`src/rtl/writeback_control.sv`:
```
// Write-back stage: accepts one retiring instruction per handshake, waits for load
// data when needed, and issues a single registered register-file write per instruction.
module writeback_control #(
  parameter int XLEN   = 32,
  parameter int REG_AW = 5
) (
  input  logic              clk,
  input  logic              reset_n,
  input  logic              in_valid,
  output logic              in_ready,
  input  logic [6:0]        opcode,
  input  logic [2:0]        funct3,
  input  logic [REG_AW-1:0] rd,
  input  logic [XLEN-1:0]   alu_result,
  input  logic [XLEN-1:0]   immediate,
  input  logic [XLEN-1:0]   pc,
  input  logic              mem_rvalid,
  input  logic [XLEN-1:0]   mem_rdata,
  input  logic              flush,
  output logic              rf_we,
  output logic [REG_AW-1:0] rf_waddr,
  output logic [XLEN-1:0]   rf_wdata,
  output logic              busy,
  output logic              retire
);

  localparam int OFF_W = (XLEN == 64) ? 3 : 2;
  localparam logic [OFF_W-1:0] HALF_MASK = ~OFF_W'(1'b1);
  localparam logic [OFF_W-1:0] WORD_MASK = ~OFF_W'(2'b11);

  localparam logic [6:0] OPC_LOAD   = 7'b0000011;
  localparam logic [6:0] OPC_OP_IMM = 7'b0010011;
  localparam logic [6:0] OPC_AUIPC  = 7'b0010111;
  localparam logic [6:0] OPC_OP     = 7'b0110011;
  localparam logic [6:0] OPC_LUI    = 7'b0110111;
  localparam logic [6:0] OPC_JALR   = 7'b1100111;
  localparam logic [6:0] OPC_JAL    = 7'b1101111;

  typedef enum logic [1:0] {
    ST_IDLE     = 2'd0,
    ST_WAIT_MEM = 2'd1,
    ST_WRITE    = 2'd2
  } state_t;

  state_t             state_r;
  state_t             state_next_s;
  logic               busy_s;
  logic [2:0]         funct3_r;
  logic [REG_AW-1:0]  rd_r;
  logic [OFF_W-1:0]   offset_r;

  function automatic logic writes_rd(input logic [6:0] opc);
    logic w;
    case (opc)
      OPC_OP, OPC_OP_IMM, OPC_AUIPC, OPC_LUI, OPC_JAL, OPC_JALR, OPC_LOAD: w = 1'b1;
      default: w = 1'b0;
    endcase
    return w;
  endfunction

  function automatic logic [XLEN-1:0] select_value(
    input logic [6:0]      opc,
    input logic [XLEN-1:0] alu,
    input logic [XLEN-1:0] imm,
    input logic [XLEN-1:0] pcv
  );
    logic [XLEN-1:0] v;
    case (opc)
      OPC_LUI:           v = imm;
      OPC_JAL, OPC_JALR: v = pcv + XLEN'(3'd4);
      default:           v = alu;
    endcase
    return v;
  endfunction

  // Lane-extract relative to the effective-address offset; extension by casting a signed slice.
  function automatic logic [XLEN-1:0] extract_load(
    input logic [XLEN-1:0]  data,
    input logic [2:0]       f3,
    input logic [OFF_W-1:0] off
  );
    logic [XLEN-1:0] byte_s;
    logic [XLEN-1:0] half_s;
    logic [XLEN-1:0] word_s;
    logic [XLEN-1:0] res;
    byte_s = data >> {off, 3'b000};
    half_s = data >> {off & HALF_MASK, 3'b000};
    word_s = data >> {off & WORD_MASK, 3'b000};
    case (f3)
      3'b000: res = XLEN'($signed(byte_s[7:0]));
      3'b100: res = XLEN'(byte_s[7:0]);
      3'b001: res = XLEN'($signed(half_s[15:0]));
      3'b101: res = XLEN'(half_s[15:0]);
      3'b010: res = XLEN'($signed(word_s[31:0]));
      3'b110: begin
        if (XLEN == 64) begin
          res = XLEN'(word_s[31:0]);
        end else begin
          res = data;
        end
      end
      3'b011:  res = data;
      default: res = data;
    endcase
    return res;
  endfunction

  // State register
  always_ff @(posedge clk or negedge reset_n) begin
    if (!reset_n) begin
      state_r <= ST_IDLE;
    end else begin
      state_r <= state_next_s;
    end
  end

  // Next-state logic; flush outranks mem_rvalid while waiting
  always_comb begin
    state_next_s = state_r;
    case (state_r)
      ST_IDLE: begin
        if (in_valid) begin
          if (opcode == OPC_LOAD) begin
            state_next_s = ST_WAIT_MEM;
          end else begin
            state_next_s = ST_WRITE;
          end
        end else begin
          state_next_s = ST_IDLE;
        end
      end
      ST_WAIT_MEM: begin
        if (flush) begin
          state_next_s = ST_IDLE;
        end else if (mem_rvalid) begin
          state_next_s = ST_WRITE;
        end else begin
          state_next_s = ST_WAIT_MEM;
        end
      end
      ST_WRITE: state_next_s = ST_IDLE;
      default:  state_next_s = ST_IDLE;
    endcase
  end

  // Handshake outputs decoded from state
  always_comb begin
    busy_s = 1'b0;
    if (state_r != ST_IDLE) begin
      busy_s = 1'b1;
    end else begin
      busy_s = 1'b0;
    end
  end

  assign busy     = busy_s;
  assign in_ready = !busy_s;

  // Only the fields needed to finish a load are kept; other results are resolved at accept time
  always_ff @(posedge clk or negedge reset_n) begin
    if (!reset_n) begin
      funct3_r <= 3'b000;
      rd_r     <= {REG_AW{1'b0}};
      offset_r <= {OFF_W{1'b0}};
    end else if (state_r == ST_IDLE && in_valid) begin
      funct3_r <= funct3;
      rd_r     <= rd;
      offset_r <= alu_result[OFF_W-1:0];
    end
  end

  // Registered write port: loaded on entry to WRITE so strobe and data are valid during WRITE
  always_ff @(posedge clk or negedge reset_n) begin
    if (!reset_n) begin
      rf_we    <= 1'b0;
      rf_waddr <= {REG_AW{1'b0}};
      rf_wdata <= {XLEN{1'b0}};
      retire   <= 1'b0;
    end else begin
      rf_we  <= 1'b0;
      retire <= 1'b0;
      case (state_r)
        ST_IDLE: begin
          if (in_valid && opcode != OPC_LOAD) begin
            retire <= 1'b1;
            if (writes_rd(opcode) && rd != {REG_AW{1'b0}}) begin
              rf_we    <= 1'b1;
              rf_waddr <= rd;
              rf_wdata <= select_value(opcode, alu_result, immediate, pc);
            end
          end
        end
        ST_WAIT_MEM: begin
          if (!flush && mem_rvalid) begin
            retire <= 1'b1;
            if (rd_r != {REG_AW{1'b0}}) begin
              rf_we    <= 1'b1;
              rf_waddr <= rd_r;
              rf_wdata <= extract_load(mem_rdata, funct3_r, offset_r);
            end
          end
        end
        default: ;
      endcase
    end
  end

endmodule

```
`config.mk`:
```
export PLATFORM = sky130hd
export DESIGN_NAME = writeback_control
export DESIGN_NICKNAME = d
export VERILOG_FILES = /design/src/rtl/writeback_control.sv
export SDC_FILE = /design/constraint.sdc
export NUM_CORES = 1
export LEC_CHECK = 0
export CAP_MARGIN = 25
export CORE_UTILIZATION = 45
export DETAILED_ROUTE_END_ITERATION = 10
export PLACE_DENSITY_LB_ADDON = 0.15
export SLEW_MARGIN = 20
export SYNTH_ARGS = -nofsm -noshare
export SYNTH_HDL_FRONTEND = slang
export SYNTH_SLANG_ARGS = --single-unit
```
`constraint.sdc`:
```
create_clock -name clk -period 3.8 [get_ports clk]
set_clock_uncertainty 0.05 [all_clocks]
set_input_delay 0.57 -clock clk [delete_from_list [all_inputs] [get_ports clk]]
set_output_delay 0.57 -clock clk [all_outputs]
set_load 0.05 [all_outputs]
```
==> impl_metrics.ini, run 1 <==
[setup_path]
worst_ep_arrival_time_ns = 3.03
path_class = primary input to register
worst_setup_path_start_kind = primary input
r2r_start = offset_r[1]
worst_r2r_setup_slack_ns = 1.18
critical_path.max_fanout = 46
timing.critical_path.from = opcode[6]
endpoint = rf_wdata[31]
worst_ep_required_ns = 3.95
cp-end-kind = register
timing.reg2reg.worst_path_depth = 6
critical_path.reg2reg.endpoint = rf_wdata[7]

[floorplan]
design.portCount = 189
placement_rows = 33
die_width_um = 94.9
die_y_um = 94.9
design.die.area_um2 = 9010
initial_core_utilization = 0.468
fp.coreArea_um2 = 8300

[layout]
filler_cell_count = 654
finalCoreUtilization = 0.710
num_antenna_cells = 0
final_area_um2 = 5890
post_route_cells_drive_above_1_share = 0.0832
mostFrequentLayoutCells = clkdlybuf4s50_1 (187), nand2_1 (49), dfrtp_1 (49)
area_delta_synth_final_pct = 51.8
regArea_um2 = 1250
num-nets-final = 761
layout_commonest_cell = clkdlybuf4s50_1
multi_input_comb_area_um2 = 2420

[timing]
unrepaired_setup_endpoints_after_global_routing = no
timing.final.hold_violations = 0
tightestPinTransition_ns = 0.802
final_max_slew_viol_count = 0
report.final.setup_viol = 0
final_period_minus_worst_setup_slack_ns = 2.88
max_clock_freq_mhz = 347
final_critical_path_share_of_the_clock_period = 0.758
fin_tns_setup_ns = 0
max_slew_margin_vs_limit = 0.466

[synth]
synthArstFlopShare = 1.00
ys.flop_type = dfrtp_1
synth.yosys.seq_area_share = 0.322
yosysWarningCount = 0
yosysTopAreaCellShare = 0.322
postSynthAreaPerCell_um2 = 8.79
yosys.cell_types.count = 64
synth-edff-count = 0
yosysTopAreaCell = dfrtp_1
synth.net_count = 591
yosys_register_bits = 50
post_synth_instance_area_um2 = 3880
post_synth_main_area_contributors = dfrtp_1 (32%), nand2_1 (4.7%), a21oi_1 (4.6%)
netlist_instances = 442

[detailed_routing]
drt.antenna.violating_nets = 0
route.detailed.drc = 0
drt-pass1-iter-count = 6
drt_wl_total_mm = 14.5
vias_per_cell = 6.22
route.detailed.wl_per_inst_um = 20.2
num_vias = 4468
initialDrtViolationCount = 374

[grt]
globalRouteOverflowTotal = 0
grt_usage = 0.324
grt_pass1_wl_mm = 22.0
grt_pass1_vias = 4286
grt_max_degree = 47
grt_antenna_before_repair = 0

[cts]
clkTransAtPathRegs_ns = 0.11
ctsHtreeMaxLevel = 2
clock_sinks = 50
hold_buffers = 0
cts_buffers = 5
cts.repair.resized = 0
clock_tree.root_cell = clkbuf_8
postCtsSetupBuffers = 0
clk_latency_ns = 0.31
cts_tree = yes
clk_path_buf_depth = 2

[power_and_ir_drop]
powerDensity_nw_per_um2 = 366
max-vdd-ir-drop_mv = 0.208
p_leak_nw = 2.35

[placed_design]
hpwl_after_dpl_mm = 11.6
portBuffers = 188
placed_cell_area_um2 = 5800
gp_congestion = 0.947

[hold_path]
type_of_the_worst_min_delay_path = primary input to asynchronous set/reset pin

[run]
drv_cap = 0

[run_status]
outcome = finished clean
## layout make-up
type | instances | area share
multi-input cells | 348 | 0.410
repair buffers | 197 | 0.332
flip-flops and latches | 50 | 0.212
well taps | 105 | 0.0223
clock buffers | 5 | 0.0117
inverters | 10 | 0.00658
clock inverters | 3 | 0.00488
## per-stage QoR
stage                     setup WS, ns  hold slack (ns)  instances  power (mW)
after detailed placement         0.628            0.420        710        1.83
after floorplan                   1.59            0.224        442        1.34
after global routing             0.752            0.145        718        2.25
after CTS                        0.961            0.126        718        2.16
final                            0.921            0.128        718        2.16
after global placement           0.687            0.413        709        1.81
## routing by layer
layer  track usage  wire, µm  up-vias
met2         0.526      6820      284
met4        0.0972       289        0
met3        0.0628      1460       22
met5             0         0        -
met1         0.436      5920     2116
li1              -         -     2046
## worst max-delay path, stage by stage
cell	delay, ns
clkdlybuf4s50_1	0.44
nand4bb_1	0.24
o41ai_1	0.36
a221o_2	0.28
and2_4	0.49
clkinv_2	0.29
o221a_2	0.33
## cell families after synthesis
logic type | synth area share
AOI/OAI and AO/OA | 0.317
and+or+nand+nor | 0.183
DFF | 0.322
buffers and inverters | 0.0573
xor gates and xnor gates | 0.0541
muxes | 0.0635
adders and majority gates | 0.00322
## report_power, final
part	internal (mW)	leakage (nW)	switching, mW
Sequential	0.647	0.625	0.119
Clock	0.137	0.0502	0.195
Combinational	0.448	1.67	0.614
Total	1.23	2.35	0.928
## worst min path at each step
stage | start | to | slack (ns) | depth (start not counted)
after floorplan | reset_n | funct3_r[0] | 0.22 | 0
after global placement | rf_waddr[3] | rf_waddr[3] | 0.41 | 2
after detailed placement | rf_waddr[3] | rf_waddr[3] | 0.42 | 2
after CTS | reset_n | rf_wdata[1] | 0.13 | 1
after global routing | reset_n | rf_waddr[2] | 0.15 | 1
final | reset_n | rf_waddr[2] | 0.13 | 1
## cell usage after synthesis (10+ instances only)
| cell type | number |
|---|---|
| nand2_1 | 49 |
| a221oi_1 | 18 |
| a22o_1 | 14 |
| dfrtp_1 | 50 |
| mux2i_1 | 10 |
| a21oi_1 | 36 |
| o21ai_0 | 24 |
| clkbuf_1 | 19 |
| nor2_1 | 17 |
| o31ai_1 | 13 |
| nand4_1 | 10 |
| xnor2_1 | 15 |
| a221o_1 | 14 |
| nand3_1 | 15 |
| nor3_1 | 10 |
## state kept, by name (all words and copies together) (netlist names)
| name | cells |
|---|---|
| funct3_r | 3 |
| offset_r | 2 |
| rd_r | 5 |
| retire | 1 |
| rf_waddr | 5 |
| rf_wdata | 32 |
| rf_we | 1 |
| state_r | 1 |
(Power assumes the default switching activity.)
==> inputs of run 2 (changes only) <==
--- a/config.mk
+++ b/config.mk
@@ -6,7 +6,7 @@
 export NUM_CORES = 1
 export LEC_CHECK = 0
 export CAP_MARGIN = 25
-export CORE_UTILIZATION = 45
+export CORE_UTILIZATION = 38
 export DETAILED_ROUTE_END_ITERATION = 10
 export PLACE_DENSITY_LB_ADDON = 0.15
 export SLEW_MARGIN = 20
==> constraint.sdc (replaced) <==
create_clock -name clk -period 2.45 [get_ports clk]
set_clock_uncertainty 0.05 [all_clocks]
set_input_delay 0.3675 -clock clk [delete_from_list [all_inputs] [get_ports clk]]
set_output_delay 0.3675 -clock clk [all_outputs]
set_load 0.05 [all_outputs]
==> impl_metrics.ini, run 2 (synthesized netlist as in run 1, its figures left out) <==
[setup_path]
timing.critical_path.slowest_cell_delay_ns = 0.79
path_class = register to output pin
critical_path.max_fanout = 5
crit_chain = or2_2, inv_1, clkdlybuf4s50_1
crit_family = buffers and inverters
cp_max_stage_cell = clkdlybuf4s50_1
worst_ep_required_ns = 2.03
worst_r2r_setup_slack_ns = 0.32
worst_ep_arrival_time_ns = 1.94
worst_setup_path_start_kind = register
critical_path_buf_inv_count = 2
cp-end-kind = output pin

[cts]
clk_path_buf_depth = 2
clock_tree.root_cell = clkbuf_8
hold_buffers = 0
ctsHtreeMaxLevel = 2
cts_tree = yes
cts.repair.resized = 0
postCtsSetupBuffers = 0
clock_sinks = 50
cts_buffers = 5
clk_latency_ns = 0.31
clkTransAtPathRegs_ns = 0.11

[floorplan]
initial_core_utilization = 0.396
design.die.area_um2 = 10600
design.portCount = 189
die_width_um = 103
placement_rows = 36
fp.coreArea_um2 = 9820
die_y_um = 103

[grt]
grt_pass1_wl_mm = 23.0
grt_usage = 0.287
grt_pass1_vias = 4424
globalRouteOverflowTotal = 0
grt_antenna_before_repair = 0
grt_max_degree = 51

[placed_design]
placed_cell_area_um2 = 6270
gp_congestion = 0.995
portBuffers = 188
hpwl_after_dpl_mm = 12.6
pre_cts_slack_ns = -0.0960

[layout]
post_route_cells_drive_above_1_share = 0.160
layout_commonest_cell = clkdlybuf4s50_1
mostFrequentLayoutCells = clkdlybuf4s50_1 (187), buf_4 (64), dfrtp_1 (50)
largest_register_ffs = 32
finalCoreUtilization = 0.648
num_antenna_cells = 0
biggestRegsByFlops = rf_wdata x32, rd_r x5, rf_waddr x5
regArea_um2 = 1250
filler_cell_count = 897
final_area_um2 = 6360
area_delta_synth_final_pct = 63.9
num-nets-final = 818
multi_input_comb_area_um2 = 2420
registers.top_by_ff_count = rf_wdata

[timing]
setup_ws_ns = 0.0938
tightestPinTransition_ns = 0.656
final_critical_path_share_of_the_clock_period = 0.962
max_clock_freq_mhz = 424
unrepaired_setup_endpoints_after_global_routing = no
max_slew_margin_vs_limit = 0.563
final_period_minus_worst_setup_slack_ns = 2.36
final_max_slew_viol_count = 0
timing.final.hold_violations = 0
fin_tns_setup_ns = 0
finalHoldWorstSlack_ns = 0.116
report.final.setup_viol = 0

[detailed_routing]
initialDrtViolationCount = 261
drt.antenna.violating_nets = 0
vias_per_cell = 5.73
drt_wl_total_mm = 15.5
route.detailed.wl_per_inst_um = 19.2
route.detailed.drc = 0
drt-pass1-iter-count = 5
num_vias = 4603

[run_status]
outcome = finished clean

[power_and_ir_drop]
p_leak_nw = 2.62
powerDensity_nw_per_um2 = 534
sw_frac_of_total = 0.426
max-vdd-ir-drop_mv = 0.308
power_frac_seq = 0.337
clockPowerShare = 0.149
net-switching-power_mw = 1.45
power.internal_mw = 1.95
p_comb_frac = 0.515

[run]
drv_cap = 0

[hold_path]
type_of_the_worst_min_delay_path = primary input to asynchronous set/reset pin
[run 2: cell types whose count changed in the layout (fill, tap and decap cells not counted)]
cell        delta
buf_12         +1
dfrtp_2        -1
inv_8          -1
buf_4         +56
clkinvlp_4     +2
clkinv_4       -2
inv_6          +1
dfrtp_1        +1
[run 2: area by class of cell]
class | count | area share
well taps | 133 | 0.0262
clock inverters | 3 | 0.00374
clock buffers | 5 | 0.0108
repair buffers | 254 | 0.377
flip-flops and latches | 50 | 0.197
inverters | 10 | 0.00610
multi-input cells | 348 | 0.380
[run 2: path summary, 6_finish.rpt]
kind,to,startpoint,depth (start not counted)
max,in_ready,retire,3
min,rf_waddr[1],reset_n,2
max reg2reg,rf_wdata[29],offset_r[1],6
min reg2reg,rf_wdata[18],rf_wdata[18],2
max in group asynchronous,rf_wdata[8],reset_n,2
min in group clk,rf_wdata[18],rf_wdata[18],2
[run 2: power by group through the flow]
stage,sequential [mW],clock (mW),combinational (mW)
3_3_place_gp,1.16,0,1.73
3_5_place_dp,1.16,0,1.75
4_1_cts,1.15,0.514,1.75
5_1_grt,1.16,0.546,1.83
6_report,1.14,0.506,1.75
2_1_floorplan,1.66,0,0.417
[run 2: per-stage QoR]
step | cells | total power [mW]
after floorplan | 442 | 2.08
after global placement | 795 | 2.88
after detailed placement | 795 | 2.90
after CTS | 803 | 3.41
after global routing | 803 | 3.54
final | 803 | 3.40
[run 2: worst reg2reg max path: stages (launching register included)]
cell	delay, ns
dfrtp_1	0.40
buf_4	0.24
mux4_2	0.55
nand2_1	0.09
nand2_1	0.20
a211oi_1	0.40
a221oi_2	0.06
[run 2: layer usage]
layer  track usage  share of wire
met1         0.390           0.42
met2         0.491           0.47
met3        0.0312          0.090
met4        0.0683          0.019
met5             0              0
==> inputs of run 3 (changes only) <==
--- a/config.mk
+++ b/config.mk
@@ -5,6 +5,7 @@
 export SDC_FILE = /design/constraint.sdc
 export NUM_CORES = 1
 export LEC_CHECK = 0
+export ABC_CLOCK_PERIOD_IN_PS = 2450
 export CAP_MARGIN = 25
 export CORE_UTILIZATION = 38
 export DETAILED_ROUTE_END_ITERATION = 10
==> results of run 3 <==
Final layout, timing and power as in run 2 (identical DEF).
